--- src/rtl/my_pkg.sv ---
// rtl/my_pkg.sv - shared parameters and types for the instruction fetch unit
package my_pkg;
    localparam int DATA_WIDTH = 32;
    localparam logic [31:0] RESET_VECTOR = 32'h0000_1000;
    localparam int IF_QUEUE_DEPTH = 2;

    typedef enum logic {
        FETCH_RUN   = 1'b0,
        FETCH_FLUSH = 1'b1
    } fetch_state_e;
endpackage

--- src/rtl/if_queue.sv ---
// rtl/if_queue.sv - two-entry fetch response FIFO with synchronous clear
module if_queue
    import my_pkg::*;
#(
    parameter int WIDTH = 64
) (
    input  logic             clk,
    input  logic             rst,
    input  logic             clear,
    input  logic             push,
    input  logic [WIDTH-1:0] push_data,
    input  logic             pop,
    output logic             empty,
    output logic [1:0]       count,
    output logic [WIDTH-1:0] head_data
);
    logic [WIDTH-1:0] mem [2];
    logic             rd_ptr;
    logic             wr_ptr;
    logic [1:0]       cnt;
    logic             do_push;
    logic             do_pop;

    // a push into a full queue is only legal when the head leaves in the same cycle
    assign do_pop  = pop && (cnt != 2'd0);
    assign do_push = push && ((cnt != 2'(IF_QUEUE_DEPTH)) || do_pop);

    always_ff @(posedge clk or posedge rst) begin
        if (rst) begin
            mem[0] <= '0;
            mem[1] <= '0;
            rd_ptr <= 1'b0;
            wr_ptr <= 1'b0;
            cnt    <= 2'd0;
        end else if (clear) begin
            rd_ptr <= 1'b0;
            wr_ptr <= 1'b0;
            cnt    <= 2'd0;
        end else begin
            if (do_push) begin
                mem[wr_ptr] <= push_data;
                wr_ptr      <= ~wr_ptr;
            end
            if (do_pop) begin
                rd_ptr <= ~rd_ptr;
            end
            cnt <= cnt + {1'b0, do_push} - {1'b0, do_pop};
        end
    end

    assign empty     = (cnt == 2'd0);
    assign count     = cnt;
    assign head_data = mem[rd_ptr];
endmodule

--- src/rtl/if_fetch.sv ---
// rtl/if_fetch.sv - credit-limited instruction fetch with redirect flush
module if_fetch #(
    parameter int DATA_WIDTH = my_pkg::DATA_WIDTH
) (
    input  logic                  clk,
    input  logic                  rst,
    input  logic                  redirect_valid,
    input  logic [DATA_WIDTH-1:0] redirect_pc,
    output logic                  req_valid,
    input  logic                  req_ready,
    output logic [DATA_WIDTH-1:0] req_addr,
    input  logic                  rsp_valid,
    input  logic [DATA_WIDTH-1:0] rsp_data,
    output logic                  inst_valid,
    input  logic                  inst_ready,
    output logic [DATA_WIDTH-1:0] inst_pc,
    output logic [DATA_WIDTH-1:0] inst_data
);
    import my_pkg::*;

    localparam logic [DATA_WIDTH-1:0] RESET_PC = DATA_WIDTH'(RESET_VECTOR);

    logic [DATA_WIDTH-1:0]   fetch_pc;
    logic [DATA_WIDTH-1:0]   resp_pc;
    logic [DATA_WIDTH-1:0]   redirect_aligned;
    logic [1:0]              outstanding;
    logic [1:0]              discard_cnt;
    logic [1:0]              discard_next;
    logic [1:0]              q_count;
    fetch_state_e            state;
    fetch_state_e            state_next;
    logic                    accept;
    logic                    rsp_ok;
    logic                    push;
    logic                    pop;
    logic                    q_empty;
    logic [2*DATA_WIDTH-1:0] q_head;
    logic                    unused_redirect_lsbs;

    assign redirect_aligned     = {redirect_pc[DATA_WIDTH-1:2], 2'b00};
    assign unused_redirect_lsbs = ^redirect_pc[1:0];

    // every issued request must have a guaranteed queue slot for its response
    assign req_valid = !rst && !redirect_valid
                       && (({1'b0, outstanding} + {1'b0, q_count}) < 3'(IF_QUEUE_DEPTH));
    assign req_addr  = fetch_pc;
    assign accept    = req_valid && req_ready;
    assign rsp_ok    = rsp_valid && (outstanding != 2'd0);
    assign pop       = !q_empty && inst_ready && !redirect_valid;

    always_comb begin
        discard_next = discard_cnt;
        push         = 1'b0;
        if (redirect_valid) begin
            discard_next = outstanding - {1'b0, rsp_ok};
        end else if (rsp_ok) begin
            if (state == FETCH_FLUSH) begin
                discard_next = discard_cnt - 2'd1;
            end else begin
                push = 1'b1;
            end
        end
        state_next = (discard_next == 2'd0) ? FETCH_RUN : FETCH_FLUSH;
    end

    always_ff @(posedge clk or posedge rst) begin
        if (rst) begin
            fetch_pc    <= RESET_PC;
            resp_pc     <= RESET_PC;
            outstanding <= 2'd0;
            discard_cnt <= 2'd0;
            state       <= FETCH_RUN;
        end else begin
            state       <= state_next;
            discard_cnt <= discard_next;
            outstanding <= outstanding + {1'b0, accept} - {1'b0, rsp_ok};
            if (redirect_valid) begin
                fetch_pc <= redirect_aligned;
                resp_pc  <= redirect_aligned;
            end else begin
                if (accept) begin
                    fetch_pc <= fetch_pc + DATA_WIDTH'(4);
                end
                if (push) begin
                    resp_pc <= resp_pc + DATA_WIDTH'(4);
                end
            end
        end
    end

    if_queue #(
        .WIDTH(2 * DATA_WIDTH)
    ) u_queue (
        .clk      (clk),
        .rst      (rst),
        .clear    (redirect_valid),
        .push     (push),
        .push_data({resp_pc, rsp_data}),
        .pop      (pop),
        .empty    (q_empty),
        .count    (q_count),
        .head_data(q_head)
    );

    assign inst_valid = !q_empty;
    assign inst_pc    = q_empty ? '0 : q_head[2*DATA_WIDTH-1:DATA_WIDTH];
    assign inst_data  = q_empty ? '0 : q_head[DATA_WIDTH-1:0];

    rsp_without_request: assert property (
        @(posedge clk) disable iff (rst) !(rsp_valid && (outstanding == 2'd0))
    );
endmodule

--- config.mk ---
export PLATFORM = sky130hd
export DESIGN_NAME = if_fetch
export DESIGN_NICKNAME = d
export VERILOG_FILES = /design/src/rtl/my_pkg.sv /design/src/rtl/if_queue.sv /design/src/rtl/if_fetch.sv
export SDC_FILE = /design/constraint.sdc
export NUM_CORES = 1
export LEC_CHECK = 0
export ABC_AREA = 0
export CORE_MARGIN = 4
export CORE_UTILIZATION = 37
export CTS_CLUSTER_SIZE = 24
export DETAILED_ROUTE_END_ITERATION = 10
export GPL_TIMING_DRIVEN = 0
export PLACE_DENSITY_LB_ADDON = 0.2
export SKIP_CTS_REPAIR_TIMING = 1
export SYNTH_ARGS = -nofsm -noshare
export SYNTH_HDL_FRONTEND = slang
export SYNTH_SLANG_ARGS = --single-unit
--- constraint.sdc ---
create_clock -name clk -period 11.4 [get_ports clk]
set_clock_uncertainty 0.15 [all_clocks]
set_input_delay 2.28 -clock clk [delete_from_list [all_inputs] [get_ports clk]]
set_output_delay 2.28 -clock clk [all_outputs]
set_load 0.005 [all_outputs]
# After elaboration in Yosys (flattened, before gate mapping)
# Index checks and enable logic that the tools add are counted.
[totals] wordCells=75 output_inout_bits=98 ff_bits=201 in_bits=70
[classes] n_reduce_logical=22 n_lt_le_gt_ge=4 bitwise_logic=5 add_sub_neg=9 muxes=24 eq_ne=1
[ops] cell="64-bit 2-to-1 mux" count=4
[ops] cell="32-bit 2-to-1 mux" count=6
[ops] cell="128-bit bitwise mux" count=1
[ops] cell="32-bit by 3-bit adder with 32-bit output (second input constant)" count=2
[ops] cell="64-bit demux with 1-bit select" count=1
[ops] cell="2-bit nonzero test" count=6
[ops] cell="1-bit logical AND" count=9
[ops] cell="1-bit 2-to-1 mux" count=8
[ops] cell="2-bit 2-to-1 mux" count=4
[ops] cell="2-bit by 1-bit subtractor with 2-bit output" count=3
[ops] cell="2-bit by 1-bit adder with 2-bit output" count=2
[ops] cell="2-bit >= comparator (second input constant)" count=2
[ops] cell="2-bit zero test" count=2
[ops] cell="1-bit inverter with 2-bit output" count=2
[ops] cell="2-bit by 2-bit adder with 3-bit output" count=1
[ops] cell="1-bit zero test" count=3
[ops] cell="3-bit by 2-bit < comparator with 1-bit output (second input constant)" count=1
[ops] cell="1-bit inverter" count=3
[ops] cell="2-bit by 1-bit < comparator with 1-bit output (second input constant)" count=1
[ops] cell="2-bit != test (second input constant)" count=1
[ops] cell="2-bit AND reduction" count=1
[ops] cell="2-bit by 1-bit subtractor with 2-bit output (second input constant)" count=1
[ops] cell="1-bit logical OR" count=1

# Longest topological paths before layout
# Gate-level depths: netlist of the first run.
[depth] depth_word=10 mapped_depth=10 ltp_nobuf=10

# By module
# Synthesis of the first run repeated with hierarchy kept, for this count alone.
[unflattened] cells_unflattened=857 area_unflattened_um2=10177.3
[modules_own_cells] mod="if_queue" cells_per_inst=365 seq_area_each_um2=3303.2 area_each_um2=5977.0 n_inst=1
[modules_own_cells] mod="if_fetch" cells_per_inst=492 seq_area_each_um2=1629.1 area_each_um2=4200.3 n_inst=1

# Least setup slack after synthesis of the first run
# Ideal clock, no wire load.
[synth_path] path_type="input-to-output" start="input redirect_valid" end="output req_valid" path_buffers=1 arrival_time_ns=2.849 path_slack_ns=6.121 cell_stages=2 t_required_ns=8.970 cell_sequence="clkbuf_1 > nor4_2"
[synth_via] elab_chain_len=3
[synth_rtl] item="start, declared" line_no="if_fetch.sv:7" source="input logic redirect_valid,"
[synth_rtl] item="1-bit zero test" line_no="if_fetch.sv:44" source="assign req_valid = !rst && !redirect_valid"
[synth_rtl] item="1-bit logical AND" line_no="if_fetch.sv:44"
[synth_rtl] item="1-bit logical AND" line_no="if_fetch.sv:45" source="&& (({1'b0, outstanding} + {1'b0, q_count}) < 3'(IF_QUEUE_DEPTH));"
[synth_rtl] item="end, declared" line_no="if_fetch.sv:9" source="output logic req_valid,"
# No other way between the ends.

# Worst setup path after layout of the first run
[layout_path] start="input rst" end="output req_valid"
[layout_via] elab_chain_len=3
[layout_rtl] item="start, declared" line_no="if_fetch.sv:6" source="input logic rst,"
[layout_rtl] item="1-bit zero test (no line)"
[layout_rtl] item="1-bit logical AND" line_no="if_fetch.sv:44"
[layout_rtl] item="1-bit logical AND" line_no="if_fetch.sv:45"
# No other way between the ends.

==> results.sh, run 1 <==
export IMPL_cp_endpoint="req_valid"
export IMPL_yosys_area_top_type_share_pct=49.7
export IMPL_io_buffers=160
export IMPL_area_growth_pct=27.3
export IMPL_antenna_found_initial=0
export IMPL_path_max_fanout=4
export IMPL_slew_headroom_pct=32.9
export IMPL_place_hpwl_um=16600
export IMPL_synth_seq_cells=193
export IMPL_synth_most_common_cell="dfrtp_1"
export IMPL_crit_arrival_ns=3.91
export IMPL_synth_edf_count=0
export IMPL_r2r_slack_ns=8.26
export IMPL_peakVddDrop_v=0.0000772
export IMPL_rows=58
export IMPL_r2r_cells=8
export IMPL_rr_startpoint="u_queue.count[0]"
export IMPL_crit_type="input pin to output port"
export IMPL_viasPerCell=5.00
export IMPL_rsz0062_at_grt="false"
export IMPL_final_cells=1316
export IMPL_ys_async_sr_fraction_pct=100
export IMPL_clockBufferDepth=2
export IMPL_synth_warning_count=0
export IMPL_dieArea_um2=28600
export IMPL_nets=1054
export IMPL_ys_flop_type="dfrtp_1"
export IMPL_clk_latency_ns=0.43
export IMPL_startpoint="rst"
export IMPL_avgSynthCellArea_um2=12.1
export IMPL_vias=6575
export IMPL_grt_overflow=0
export IMPL_cts_buffers_inserted=17
export IMPL_cts_tree="built"
export IMPL_tns_ns=0
export IMPL_setup_viol=0
export IMPL_timing_hold_violations_final=0
export IMPL_netlist_instances=793
export IMPL_wl_um=22900
export IMPL_detail_route_antenna_nets=0
export IMPL_cts_sinks=193
export IMPL_startpoint_type="input pin"
export IMPL_power_density_nw_per_um2=187
export IMPL_die_h_um=169
export IMPL_track_usage_pct=16.3
export IMPL_cp_end_kind="output port"
export IMPL_drive_gt1_share_pct=18.1
export IMPL_initial_core_util_pct=37.8
export IMPL_status="finished clean"
export IMPL_synth_top_cell_by_area="dfrtp_1"
export IMPL_grt_pass1_vias=6817
export IMPL_dp_cells=1287
export IMPL_h_tree_depth=4
export IMPL_clkTransAtPathRegs_ns=0.06
export IMPL_n_antenna_cell=0
export IMPL_cts_root_buf="clkbuf_16"
export IMPL_io_pins=168
export IMPL_fin_crit_sh_pct=55.6
export IMPL_timing_fmax_mhz=158
export IMPL_syn_area_um2=9610
export IMPL_min_period_ns=6.34
export IMPL_maxCapViolCount=0
export IMPL_grt_pass1_wl_um=37300
export IMPL_drt_first_pass_iters=4
export IMPL_hold_path_depth=1
export IMPL_drt_initial_drc_count=374
export IMPL_yosys_top_cells_count="dfrtp_1 (191), mux2_2 (108), nor2_1 (85), mux2i_1 (63), mux2_1 (62)"
export IMPL_ys_seq_area_share_pct=50.3
export IMPL_maxSlewViolCount=0
export IMPL_core_um2=25400
export IMPL_gp_congestion=0.827
export IMPL_min_path_type="flip-flop to flip-flop"
export IMPL_grt_max_degree=129
export IMPL_ys_types=49
export IMPL_drt_wirelength_per_cell_um=17.4
export IMPL_p_leak_uw=0.00508
export IMPL_drcViolationCount=0
export IMPL_timing_rr_end="req_addr[26]"
export IMPL_worst_endpoint_required_ns=8.97
export IMPL_worst_slew_pin_slew_ns=1.00
export IMPL_die_x_um=169
export IMPL_yosys_top_cells_area="dfrtp_1 (50%), mux2_2 (13%), mux2_1 (7.3%)"
## per-layer routing
layer / up-vias / share of wire (%) / GRT usage [%]
met3: 14 / 4.4 / 3.10
li1: 3147 / - / -
met4: 0 / 0.93 / 3.99
met1: 3237 / 49 / 23.6
met5: - / 0 / 0
met2: 177 / 46 / 25.6
## cells in the final DEF (no fill, tap or decap), types with 3 or more instances in the layout
| cell type | netlist | routed |
|---|---|---|
| and4_1 | 6 | 6 |
| xor2_1 | 29 | 29 |
| nor2_1 | 85 | 85 |
| inv_1 | 12 | 11 |
| nand4_1 | 20 | 20 |
| nor3_1 | 13 | 13 |
| and2_1 | 3 | 3 |
| nand2_1 | 25 | 25 |
| clkbuf_1 | 18 | 18 |
| clkinvlp_4 | 0 | 4 |
| buf_1 | 5 | 5 |
| nor4_2 | 4 | 4 |
| mux2_1 | 62 | 62 |
| a21boi_1 | 6 | 6 |
| clkbuf_16 | 0 | 17 |
| nand3_1 | 23 | 23 |
| buf_2 | 9 | 9 |
| dfrtp_1 | 191 | 191 |
| mux2_2 | 108 | 108 |
| a21oi_1 | 5 | 5 |
| clkdlybuf4s50_1 | 0 | 160 |
| xnor2_1 | 36 | 36 |
| nand2b_1 | 4 | 4 |
| buf_4 | 10 | 10 |
| mux2i_1 | 63 | 63 |
| conb_1 | 1 | 4 |
| a31oi_1 | 3 | 3 |
| ha_1 | 7 | 7 |
| and3_1 | 8 | 8 |
| inv_6 | 0 | 3 |
| nor4_1 | 9 | 9 |
## sequential cells by signal (all words and copies together), names as in the netlist
name            flops
u_queue.wr_ptr      1
outstanding         2
u_queue.rd_ptr      1
discard_cnt         2
req_addr           30
u_queue.count       2
state               1
u_queue.mem       124
resp_pc            30
## layout make-up
type                       instances  area (um^2)
clock inverter                    12          135
sequential                       193         4830
inverter                          13         56.3
multi-input combinational        547         4520
tap                              330          413
clock buffer                      17          425
buffer                            43          218
timing repair buffer             161         1630
fill                            2357        13200
## metrics by stage
| stage | cell area [um^2] | power, uW | setup WS [ns] | utilization [%] | hold slack [ns] |
|---|---|---|---|---|---|
| global placement | 11600 | 1710 | 0.787 | 45.8 | 0.316 |
| finish | 12200 | 2290 | 5.06 | 48.2 | 0.332 |
| floorplan | 9620 | 1470 | 3.72 | - | 0.307 |
| detailed placement | 11700 | 1730 | 5.09 | 46.0 | 0.324 |
| CTS | 12200 | 2330 | 5.07 | 48.2 | 0.339 |
| global route | 12200 | 2450 | 4.96 | 48.2 | 0.346 |
## cell families (layout without fill, tap and decap cells)
family                   Yosys count  in the layout  synth area share, %
multiplexers                     233            233                 26.5
AND/OR/NAND/NOR                  215            215                 11.8
flip-flops                       193            193                 50.3
XOR/XNOR                          65             65                 5.92
buffers and inverters             56            246                 2.77
AO/OA/AOI/OAI                     22             22                 1.63
adder cells (fa/ha/maj)            8              8                 1.12
other                              1              4               0.0390
## where the power goes
part           switching [uW]  internal (uW)
clock                     262            321
sequential                141            921
combinational             269            373
total                     671           1620
## critical path, stage by stage
cell and delay (ns):
clkdlybuf4s50_1 0.58, nor4_2 0.46, clkdlybuf4s50_1 0.59
## how the worst min path moves through the flow
stage                                 from               end  slack, ns
after floorplan           u_queue.mem[100]  u_queue.mem[100]       0.31
after global placement    u_queue.mem[109]  u_queue.mem[109]       0.32
after detailed placement   u_queue.mem[64]   u_queue.mem[64]       0.32
after CTS                 u_queue.mem[112]  u_queue.mem[112]       0.34
after global routing      u_queue.mem[105]  u_queue.mem[105]       0.35
final                     u_queue.mem[112]  u_queue.mem[112]       0.33
Note: power is estimated with default switching activity, not from simulation.
==> run 2: changes to the inputs <==
clock period = 6 ns   (was 11.4 ns; I/O delays follow)
==> results.sh, run 2 (same netlist as run 1, synthesis figures left out) <==
export IMPL_cts_sinks=193
export IMPL_intPower_uw=3100
export IMPL_timing_fmax_mhz=240
export IMPL_drt_first_pass_iters=4
export IMPL_drt_wirelength_per_cell_um=17.5
export IMPL_min_period_ns=4.16
export IMPL_die_x_um=169
export IMPL_path_max_fanout=10
export IMPL_rows=58
export IMPL_rsz0062_at_grt="false"
export IMPL_cp_endpoint="inst_pc[18]"
export IMPL_max_flop_register="u_queue.mem"
export IMPL_slew_headroom_pct=32.3
export IMPL_p_leak_uw=0.00513
export IMPL_drcViolationCount=0
export IMPL_r2r_slack_ns=2.82
export IMPL_maxSlewViolCount=0
export IMPL_dieArea_um2=28600
export IMPL_crit_type="flip-flop to output port"
export IMPL_startpoint="u_queue.count[1]"
export IMPL_drt_initial_drc_count=336
export IMPL_viasPerCell=4.98
export IMPL_timing_rr_end="req_addr[24]"
export IMPL_startpoint_type="flip-flop"
export IMPL_cts_tree="built"
export IMPL_cts_root_buf="clkbuf_16"
export IMPL_worst_endpoint_required_ns=4.65
export IMPL_vias=6588
export IMPL_drive_gt1_share_pct=18.5
export IMPL_clockBufferDepth=2
export IMPL_area_growth_pct=28.3
export IMPL_r2r_cells=8
export IMPL_grt_pass1_vias=6976
export IMPL_final_cells=1322
export IMPL_cts_buffers_inserted=17
export IMPL_place_hpwl_um=17200
export IMPL_cp_end_kind="output port"
export IMPL_pwr_share_clk_pct=26.1
export IMPL_largest_reg_flops=124
export IMPL_track_usage_pct=16.7
export IMPL_switchingPower_uw=1300
export IMPL_clk_latency_ns=0.43
export IMPL_setup_viol=0
export IMPL_swShare_pct=29.5
export IMPL_power_density_nw_per_um2=356
export IMPL_dp_cells=1291
export IMPL_clkTransAtPathRegs_ns=0.07
export IMPL_initial_core_util_pct=37.8
export IMPL_grt_max_degree=42
export IMPL_core_um2=25400
export IMPL_maxCapViolCount=0
export IMPL_status="finished clean"
export IMPL_nets=1058
export IMPL_gp_congestion=0.824
export IMPL_layout_common_cells="dfrtp_1 (191), clkdlybuf4s50_1 (160), mux2_2 (108), nor2_1 (85), mux2i_1 (63)"
export IMPL_timing_hold_violations_final=0
export IMPL_worst_slew_pin_slew_ns=1.01
export IMPL_n_antenna_cell=0
export IMPL_tns_ns=0
export IMPL_peakVddDrop_v=0.000166
export IMPL_h_tree_depth=4
export IMPL_mostFrequentLayoutCell="dfrtp_1"
export IMPL_p_seq_share_pct=45.9
export IMPL_detail_route_antenna_nets=0
export IMPL_fin_crit_sh_pct=69.4
export IMPL_grt_overflow=0
export IMPL_pwr_share_comb_pct=28.0
export IMPL_grt_pass1_wl_um=37900
export IMPL_antenna_found_initial=0
export IMPL_wl_um=23100
export IMPL_crit_arrival_ns=2.81
export IMPL_rr_startpoint="u_queue.count[0]"
export IMPL_io_buffers=160
export IMPL_io_pins=168
export IMPL_die_h_um=169
export IMPL_min_path_type="flip-flop to flip-flop"
==> run 2: cell types whose count changed in the layout (fill, tap and decap cells not counted) <==
cell        previous run  this run
clkbuf_8               0         1
buf_16                 1         0
buf_12                 0         5
inv_6                  3         5
clkinvlp_4             4         3
==> run 2: how the worst min path moves through the flow <==
| stage | startpoint | slack (ns) | cells past startpoint | end |
|---|---|---|---|---|
| after floorplan | u_queue.mem[100] | 0.31 | 1 | u_queue.mem[100] |
| after global placement | u_queue.mem[109] | 0.32 | 1 | u_queue.mem[109] |
| after detailed placement | u_queue.mem[98] | 0.32 | 1 | u_queue.mem[98] |
| after CTS | u_queue.mem[111] | 0.34 | 1 | u_queue.mem[111] |
| after global routing | u_queue.mem[99] | 0.35 | 1 | u_queue.mem[99] |
| final | u_queue.mem[109] | 0.33 | 1 | u_queue.mem[109] |
==> run 2: worst max-delay path, stage by stage, from the launching register on <==
cell	delay (ns)
dfrtp_1	0.49
nor2_1	0.82
clkbuf_1	0.43
nor2_1	0.17
clkdlybuf4s50_1	0.48
==> run 2: per-stage QoR <==
stage / worst slack (ns) / util, % / hold WS, ns / instance area (um^2) / power [uW]
CTS: 1.69 / 48.5 / 0.339 / 12300 / 4470
global route: 1.54 / 48.5 / 0.355 / 12300 / 4700
finish: 1.84 / 48.5 / 0.334 / 12300 / 4390
detailed placement: 1.89 / 46.2 / 0.324 / 11700 / 3300
global placement: 0.365 / 45.8 / 0.316 / 11600 / 3250
floorplan: 2.16 / - / 0.307 / 9630 / 2800
==> run 2: final cells by class <==
class                   instances  area, um^2
well taps                     330         413
plain buffers                  43         218
flip-flops and latches        193        4830
inverters                      13        52.6
repair buffers                165        1700
clock buffers                  18         439
clock inverters                13         149
fillers                      2329       13100
multi-input cells             547        4520
==> run 2: power groups by stage <==
stage	clock network, uW	logic, uW	registers, uW
global placement	0	1220	2030
floorplan	0	836	1970
detailed placement	0	1250	2040
global route	1240	1380	2080
finish	1150	1230	2020
CTS	1190	1260	2020
==> run 2: per-layer routing <==
layer | wire (um) | part of all wire [%] | up-vias | global-route usage [%]
met2 | 10700 | 46 | 160 | 26.8
met4 | 210 | 0.91 | 0 | 3.54
li1 | - | - | 3175 | -
met1 | 11300 | 49 | 3237 | 23.7
met3 | 893 | 3.9 | 16 | 3.21
met5 | 0 | 0 | - | 0
